--- config.mk ---
export PLATFORM = sky130hd
export DESIGN_NAME = stopwatch_timer
export DESIGN_NICKNAME = d
export VERILOG_FILES = /design/src/rtl/stopwatch_timer.sv
export SDC_FILE = /design/constraint.sdc
export NUM_CORES = 1
export LEC_CHECK = 0
export BUFFER_PORTS_ARGS = -buffer_cell sky130_fd_sc_hd__buf_4
export CAP_MARGIN = 30
export CORE_ASPECT_RATIO = 0.75
export CORE_MARGIN = 2
export CORE_UTILIZATION = 45
export DETAILED_ROUTE_END_ITERATION = 16
export GPL_TIMING_DRIVEN = 0
export PLACE_DENSITY_LB_ADDON = 0.15
export SYNTH_ARGS = -nofsm -noshare
export SYNTH_HDL_FRONTEND = slang
export SYNTH_SLANG_ARGS = --single-unit
--- constraint.sdc ---
create_clock -name clk -period 3.7 [get_ports clk]
set_clock_uncertainty 0.15 [all_clocks]
set_input_delay 0.185 -clock clk [delete_from_list [all_inputs] [get_ports clk]]
set_output_delay 0.185 -clock clk [all_outputs]
set_load 0.005 [all_outputs]
--- src/rtl/stopwatch_timer.sv ---
// rtl/stopwatch_timer.sv - run/pause stopwatch counting MM:SS:CC as packed BCD
// A toggle rise flips run; a prescaler divides clk into centisecond ticks.
module stopwatch_timer #(
  parameter int unsigned TICK_DIV = 1_000_000
) (
  input  logic        clk,
  input  logic        reset,
  input  logic        toggle,
  output logic [23:0] disp_time
);

  localparam int unsigned PW = (TICK_DIV > 2) ? $clog2(TICK_DIV) : 1;
  localparam logic [PW-1:0] PRE_LAST = PW'(TICK_DIV - 1);

  logic          tog_s1_q, tog_s2_q, tog_prev_q;
  logic          run_q, run_d;
  logic [PW-1:0] pre_q, pre_d;
  logic [23:0]   time_q, time_d;
  logic          rise;
  logic          tick;

  assign rise = tog_s2_q & ~tog_prev_q;
  // Tick is gated by the run value before any flip on this edge.
  assign tick = run_q && (pre_q == PRE_LAST);

  always_comb begin
    run_d = run_q;
    if (rise) begin
      run_d = ~run_q;
    end
  end

  always_comb begin
    pre_d = pre_q;
    if (run_q) begin
      if (pre_q == PRE_LAST) begin
        pre_d = '0;
      end else begin
        pre_d = pre_q + 1'b1;
      end
    end
  end

  // Digit order from LSB: C1, C10, S1, S10, M1, M10; all carries settle in one edge.
  always_comb begin
    logic       carry;
    logic [3:0] dig;
    logic [3:0] lim;
    time_d = time_q;
    carry  = 1'b1;
    dig    = '0;
    lim    = '0;
    for (int i = 0; i < 6; i++) begin
      dig = time_q[i*4 +: 4];
      lim = (i == 3 || i == 5) ? 4'd5 : 4'd9;
      if (carry) begin
        if (dig >= lim) begin
          time_d[i*4 +: 4] = 4'd0;
        end else begin
          time_d[i*4 +: 4] = dig + 4'd1;
          carry = 1'b0;
        end
      end
    end
  end

  always_ff @(posedge clk or negedge reset) begin
    if (!reset) begin
      tog_s1_q   <= 1'b0;
      tog_s2_q   <= 1'b0;
      tog_prev_q <= 1'b0;
      run_q      <= 1'b0;
      pre_q      <= '0;
      time_q     <= '0;
    end else begin
      tog_s1_q   <= toggle;
      tog_s2_q   <= tog_s1_q;
      tog_prev_q <= tog_s2_q;
      run_q      <= run_d;
      pre_q      <= pre_d;
      if (tick) begin
        time_q <= time_d;
      end
    end
  end

  assign disp_time = time_q;

endmodule

==> flow_summary.toml, run 1 <==
[sta]
rsz0062_at_grt = "false"
fin_crit_sh = 0.666
setup-violations-final = 0
hold_viol = 0
fmax_mhz = 406
fin_setup_tns_ns = 0
slew_headroom = 0.404
period_minus_slack_ns = 2.47
slew_violations = 0
worstMarginPinSlew_ns = 0.886

[critical_path]
crit_fanout = 6
cp-end-kind = "flip-flop"
start_kind = "flip-flop"
cp.required_ns = 3.77
crit_arrival_ns = 2.54
worstSetupPathType = "reg -> reg"

[grt]
grt_first_pass_wirelength_um = 8490
grt-ovfl-total = 0
grt.total_usage = 0.164
grt_antenna_before_repair = 0
grt_pass1_vias = 1739
grt_max_degree = 49

[yosys]
syn_area_mm2 = 0.00255
synth_edf_count = 0
ys_seq_area_frac = 0.471
synth_top_cell_by_area = "dfrtp_1"
synth_top_area_share = 0.471
ys_types = 41
synthArstFlopShare = 1.00
syn_area_per_cell_um2 = 9.96
ys_ff_latch = 48
synthTopCellsByArea = "dfrtp_1 47%, ha_1 9.3%, nand2_1 4.6%, o21ai_0 3.9%, nand3_1 3.1%"
syn_nets = 278
synthCells = 256
yosys_warnings = 0
synth_flop_cell = "dfrtp_1"

[cts]
root_buffer = "clkbuf_8"
postCtsSetupRepairBufs = 0
cts_tree = "built"
cts_num_sinks = 48
cts.clk_slew.worst_paths_ns = 0.09
htree_levels = 2
clockBufferDepth = 2
cts_buffers = 5
clock_latency_ns = 0.30

[detailed_routing]
drcViolationCount = 0
first_iter_violations = 93
wirelength_um = 4770
vias_per_cell = 5.11
detail_route.first_pass.iterations = 6
ant_nets = 0
wl_per_cell_um = 13.0
route.vias.total = 1876

[placement]
place_congestion = 0.801
portBuffers = 26
placed_area_mm2 = 0.00284
hpwl_um = 3450

[floorplan]
rows = 23
io_pins = 27
core_mm2 = 0.00541
start_util = 0.471
fp.dieW_um = 90.9
die-area_mm2 = 0.00629
die_h_um = 69.2

[power_and_ir_drop]
ir_drop_mv = 0.161
p_per_area_mw_per_mm2 = 379
cellLeakagePower_uw = 0.00137

[cells_and_area]
antennaDiodeCount = 0
nets = 313
fin_area_mm2 = 0.00297
syn_to_final_growth_pct = 16.5
drive_gt1_frac = 0.161

[run_status]
status = "finished clean"

[job]
drv_cap = 0

[min_path]
hp-class = "reg -> reg"
-- synth_stat cells, types with 2 or more instances --
| library cell | number |
|---|---|
| dfrtp_1 | 48 |
| nand2_1 | 31 |
| o21ai_0 | 20 |
| ha_1 | 19 |
| inv_1 | 17 |
| nand3_1 | 16 |
| nor2_1 | 15 |
| nand4_1 | 12 |
| xnor2_1 | 8 |
| nand2b_1 | 6 |
| xor2_1 | 6 |
| mux2i_1 | 4 |
| o21ai_1 | 4 |
| and2_1 | 3 |
| nand3b_1 | 3 |
| nor2b_1 | 3 |
| nor3_1 | 3 |
| nor4_1 | 3 |
| o31ai_1 | 3 |
| a21oi_1 | 2 |
| a31oi_1 | 2 |
| a41oi_1 | 2 |
| and4_1 | 2 |
| buf_2 | 2 |
| clkbuf_1 | 2 |
| nor4b_2 | 2 |
| o21a_1 | 2 |
| or3_1 | 2 |
| or3b_2 | 2 |
-- cell type report --
| type | instances | area [µm²] |
|---|---|---|
| Buffer | 5 | 28.8 |
| Clock inverter | 3 | 42.5 |
| Inverter | 17 | 63.8 |
| Multi-Input combinational cell | 186 | 1260 |
| Fill cell | 505 | 2440 |
| Clock buffer | 5 | 68.8 |
| Sequential cell | 48 | 1200 |
| Timing Repair Buffer | 28 | 215 |
| Tap cell | 75 | 93.8 |
-- routing by layer --
layer / global-route usage / wire, µm / vias up
met2: 0.226 / 1920 / 26
li1: - / - / 960
met3: 0.0337 / 152 / 6
met5: 0 / 0 / -
met1: 0.261 / 2670 / 884
met4: 0.0404 / 29 / 0
-- kinds of logic after synthesis --
group,synth area share
multiplexers,0.0157
adder cells (fa/ha/maj),0.0932
AO/OA/AOI/OAI,0.0839
AND/OR/NAND/NOR,0.252
XOR/XNOR,0.0481
flip-flops,0.471
buffers and inverters,0.0363
-- flip-flops by register name, indices dropped and copies added, names as in the netlist --
name,count
run_q,1
pre_q,20
disp_time,24
tog_prev_q,1
tog_s2_q,1
tog_s1_q,1
-- report_power, final --
group          switching [µW]  internal (µW)  leakage [µW]
clock                     179            200     0.0000541
combinational            65.1           57.3      0.000667
sequential               58.2            567      0.000650
-- metrics by stage --
stage | instances | power (µW) | setup WS, ns | util | hold slack [ns]
after global placement | 357 | 751 | 1.25 | 0.525 | 0.0976
after detailed placement | 357 | 760 | 1.26 | 0.525 | 0.0979
final | 367 | 1130 | 1.23 | 0.549 | 0.204
after global routing | 367 | 1190 | 1.09 | 0.549 | 0.204
after CTS | 367 | 1140 | 1.23 | 0.549 | 0.205
after floorplan | 256 | 718 | 1.53 | - | -0.261
-- cells in the final DEF, fill, tap and decap left out, types with 2 or more instances in the layout --
cell type,instances
xor2_1,6
a21oi_1,2
nor4_1,3
o21ai_0,20
nand4_1,12
nor2b_1,3
and2_1,3
nand2_1,31
clkbuf_1,2
dfrtp_1,48
mux2i_1,4
inv_1,17
nor3_1,3
nand3b_1,3
nor2_1,15
o21a_1,2
ha_1,19
nand2b_1,6
o31ai_1,3
o21ai_1,4
nand3_1,16
or3_1,2
dlygate4sd3_1,2
clkbuf_8,5
buf_2,2
xnor2_1,8
and4_1,2
buf_4,26
nor4b_2,2
a31oi_1,2
or3b_2,2
a41oi_1,2
-- worst max-delay path, cell delays in order (launching register included) --
cell     delay (ns)
dfrtp_1        0.45
inv_1          0.08
ha_1           0.19
or3b_2         0.19
nand4_1        0.21
or3_1          0.52
nor3_2         0.36
mux2i_1        0.23
-- repair_timing --
item | 4_1_cts | 5_1_grt
endpoints found under the setup margin | 0 | 0
hold buffers | 2 | 0
endpoints found under the hold margin | 49 | 0
gates resized for setup | 0 | 0
-- path summary, 6_finish.rpt --
kind | start | endpoint | slack (ns) | depth (start not counted)
worst max-delay path | disp_time[4] | disp_time[21] | 1.23 | 7
worst min-delay path | tog_s1_q | tog_s2_q | 0.20 | 0
worst max register to register | disp_time[4] | disp_time[21] | 1.23 | 7
worst min register to register | tog_s1_q | tog_s2_q | 0.20 | 0
max in group asynchronous | reset | disp_time[1] | 2.70 | 2
min in group asynchronous | reset | pre_q[4] | 0.28 | 2
Note: power is estimated with default switching activity, not from simulation.
==> inputs of run 2 (changes only) <==
==> constraint.sdc (replaced) <==
create_clock -name clk -period 2.2 [get_ports clk]
set_clock_uncertainty 0.15 [all_clocks]
set_input_delay 0.11 -clock clk [delete_from_list [all_inputs] [get_ports clk]]
set_output_delay 0.11 -clock clk [all_outputs]
set_load 0.005 [all_outputs]
==> run 2 against run 1 <==
  * Utilization grew 3.2 points
  * Critical path depth is the same
  * Cell area grew 5.9%
  * Sequential power grew 66%
  * Critical path type unchanged
  * Global-route usage grew 0.50 points
  * Highest routed layer unchanged
  * Largest cell class unchanged
  * Critical endpoint is now disp_time[14]
==> flow_summary.toml, run 2 (synthesized netlist as in run 1, its figures left out) <==
[run_status]
status = "finished clean"

[sta]
hold_viol = 0
setup-violations-final = 0
fmax_mhz = 466
worstMarginPinSlew_ns = 0.616
rsz0062_at_grt = "true"
slew_violations = 0
period_minus_slack_ns = 2.15
postLayoutSetupSlackWorst_ns = 0.0548
slew_headroom = 0.589
fin_crit_sh = 0.975

[detailed_routing]
detail_route.first_pass.iterations = 4
vias_per_cell = 5.22
highest_layer = "met4"
wl_met3_um = 166
drcViolationCount = 0
ant_nets = 0
wirelength_um = 5180
route.vias.total = 1985
first_iter_violations = 101
wl_met1_um = 2760
wl_per_cell_um = 13.6
met2_wirelength_um = 2220

[critical_path]
cp-end-kind = "flip-flop"
crit_arrival_ns = 2.19
crit_fanout = 9
start_kind = "flip-flop"
worstSetupPathType = "reg -> reg"
critPathTopFamily = "simple AND/OR/NAND/NOR gates"
cp_slowest_stage_delay_ns = 0.66
path_buf_inv = 1
cp.required_ns = 2.24
slowest_stage = "or4_4"
crit_chain = "inv_2 > ha_2 > or3b_4 > nand4_1 > or4_4 > o21ai_2 > o21ai_1"

[placement]
portBuffers = 26
hpwl_um = 3450
place_congestion = 0.801
dpl.cell_count = 357
place_ws_ns = -0.245

[floorplan]
start_util = 0.471
die_h_um = 69.2
io_pins = 27
fp.dieW_um = 90.9
die-area_mm2 = 0.00629
core_mm2 = 0.00541
rows = 23

[cells_and_area]
nets = 326
antennaDiodeCount = 0
instances_no_fill = 380
largest_reg_flops = 24
final_cell_mix = "42 x dfrtp_1, 41 x buf_4, 29 x nand2_1"
syn_to_final_growth_pct = 23.4
final_common_cell = "dfrtp_1"
drive_gt1_frac = 0.269

[cts]
clock_latency_ns = 0.30
cts_buffers = 5
cts_tree = "built"
cts.clk_slew.worst_paths_ns = 0.09
clockBufferDepth = 2
cts_num_sinks = 48
root_buffer = "clkbuf_8"
htree_levels = 2

[grt]
grt.total_usage = 0.169
grt_max_degree = 49
grt_antenna_before_repair = 0
grt_pass1_vias = 1798
grt-ovfl-total = 0
grt_first_pass_wirelength_um = 8730

[min_path]
hp-class = "reg -> reg"

[job]
drv_cap = 0

[power_and_ir_drop]
ir_drop_mv = 0.275
p_per_area_mw_per_mm2 = 617
cellLeakagePower_uw = 0.00145
-- run 2: cell types whose count changed in the layout (fill, tap and decap cells not counted), moves of 3 or more --
cell     previous run  this run
dfrtp_2             0         6
inv_2               0         3
buf_4              26        41
inv_1              17        14
dfrtp_1            48        42
-- run 2: cell type report --
type / count / area (µm²)
repair buffers: 42 / 320
clock inverters: 3 / 42.5
fillers: 478 / 2260
multi-input cells: 186 / 1330
plain buffers: 4 / 22.5
well taps: 75 / 93.8
clock buffers: 5 / 68.8
inverters: 17 / 63.8
flip-flops and latches: 48 / 1210
-- run 2: report_power, final --
part | switching (µW) | internal (µW)
Sequential | 84.8 | 956
Combinational | 138 | 124
Clock | 302 | 337
-- run 2: timing repair --
action,4_1_cts,5_1_grt
endpoints found under the hold margin,49,0
hold buffers,2,0
setup endpoints to repair,17,26
buffers inserted,9,5
pin swaps,4,7
gates resized for setup,6,23
-- run 2: final timing paths --
check	slack [ns]	from	cells after the start	end
max in group asynchronous	1.23	reset	2	disp_time[12]
min reg2reg	0.20	tog_s1_q	0	tog_s2_q
max reg2reg	0.05	disp_time[0]	7	disp_time[14]
min	0.20	tog_s1_q	0	tog_s2_q
min in group asynchronous	0.21	reset	2	pre_q[3]
max	0.05	disp_time[0]	7	disp_time[14]
-- run 2: per-stage QoR --
step / hold WS [ns] / area, µm² / power (µW) / utilization / setup TNS (ns)
after global placement: 0.0226 / 2840 / 1260 / 0.525 / -1.02
after global routing: 0.204 / 3150 / 2060 / 0.581 / -0.152
final: 0.204 / 3150 / 1940 / 0.581 / 0
after CTS: 0.205 / 3060 / 1950 / 0.565 / 0
after floorplan: -0.336 / 2550 / 1210 / - / 0
after detailed placement: 0.0229 / 2840 / 1280 / 0.525 / -1.17
-- run 2: metal layers --
metal,vias up,GRT usage
li1,990,-
met1,950,0.267
met2,39,0.236
met3,6,0.0337
met4,0,0.0404
met5,-,0
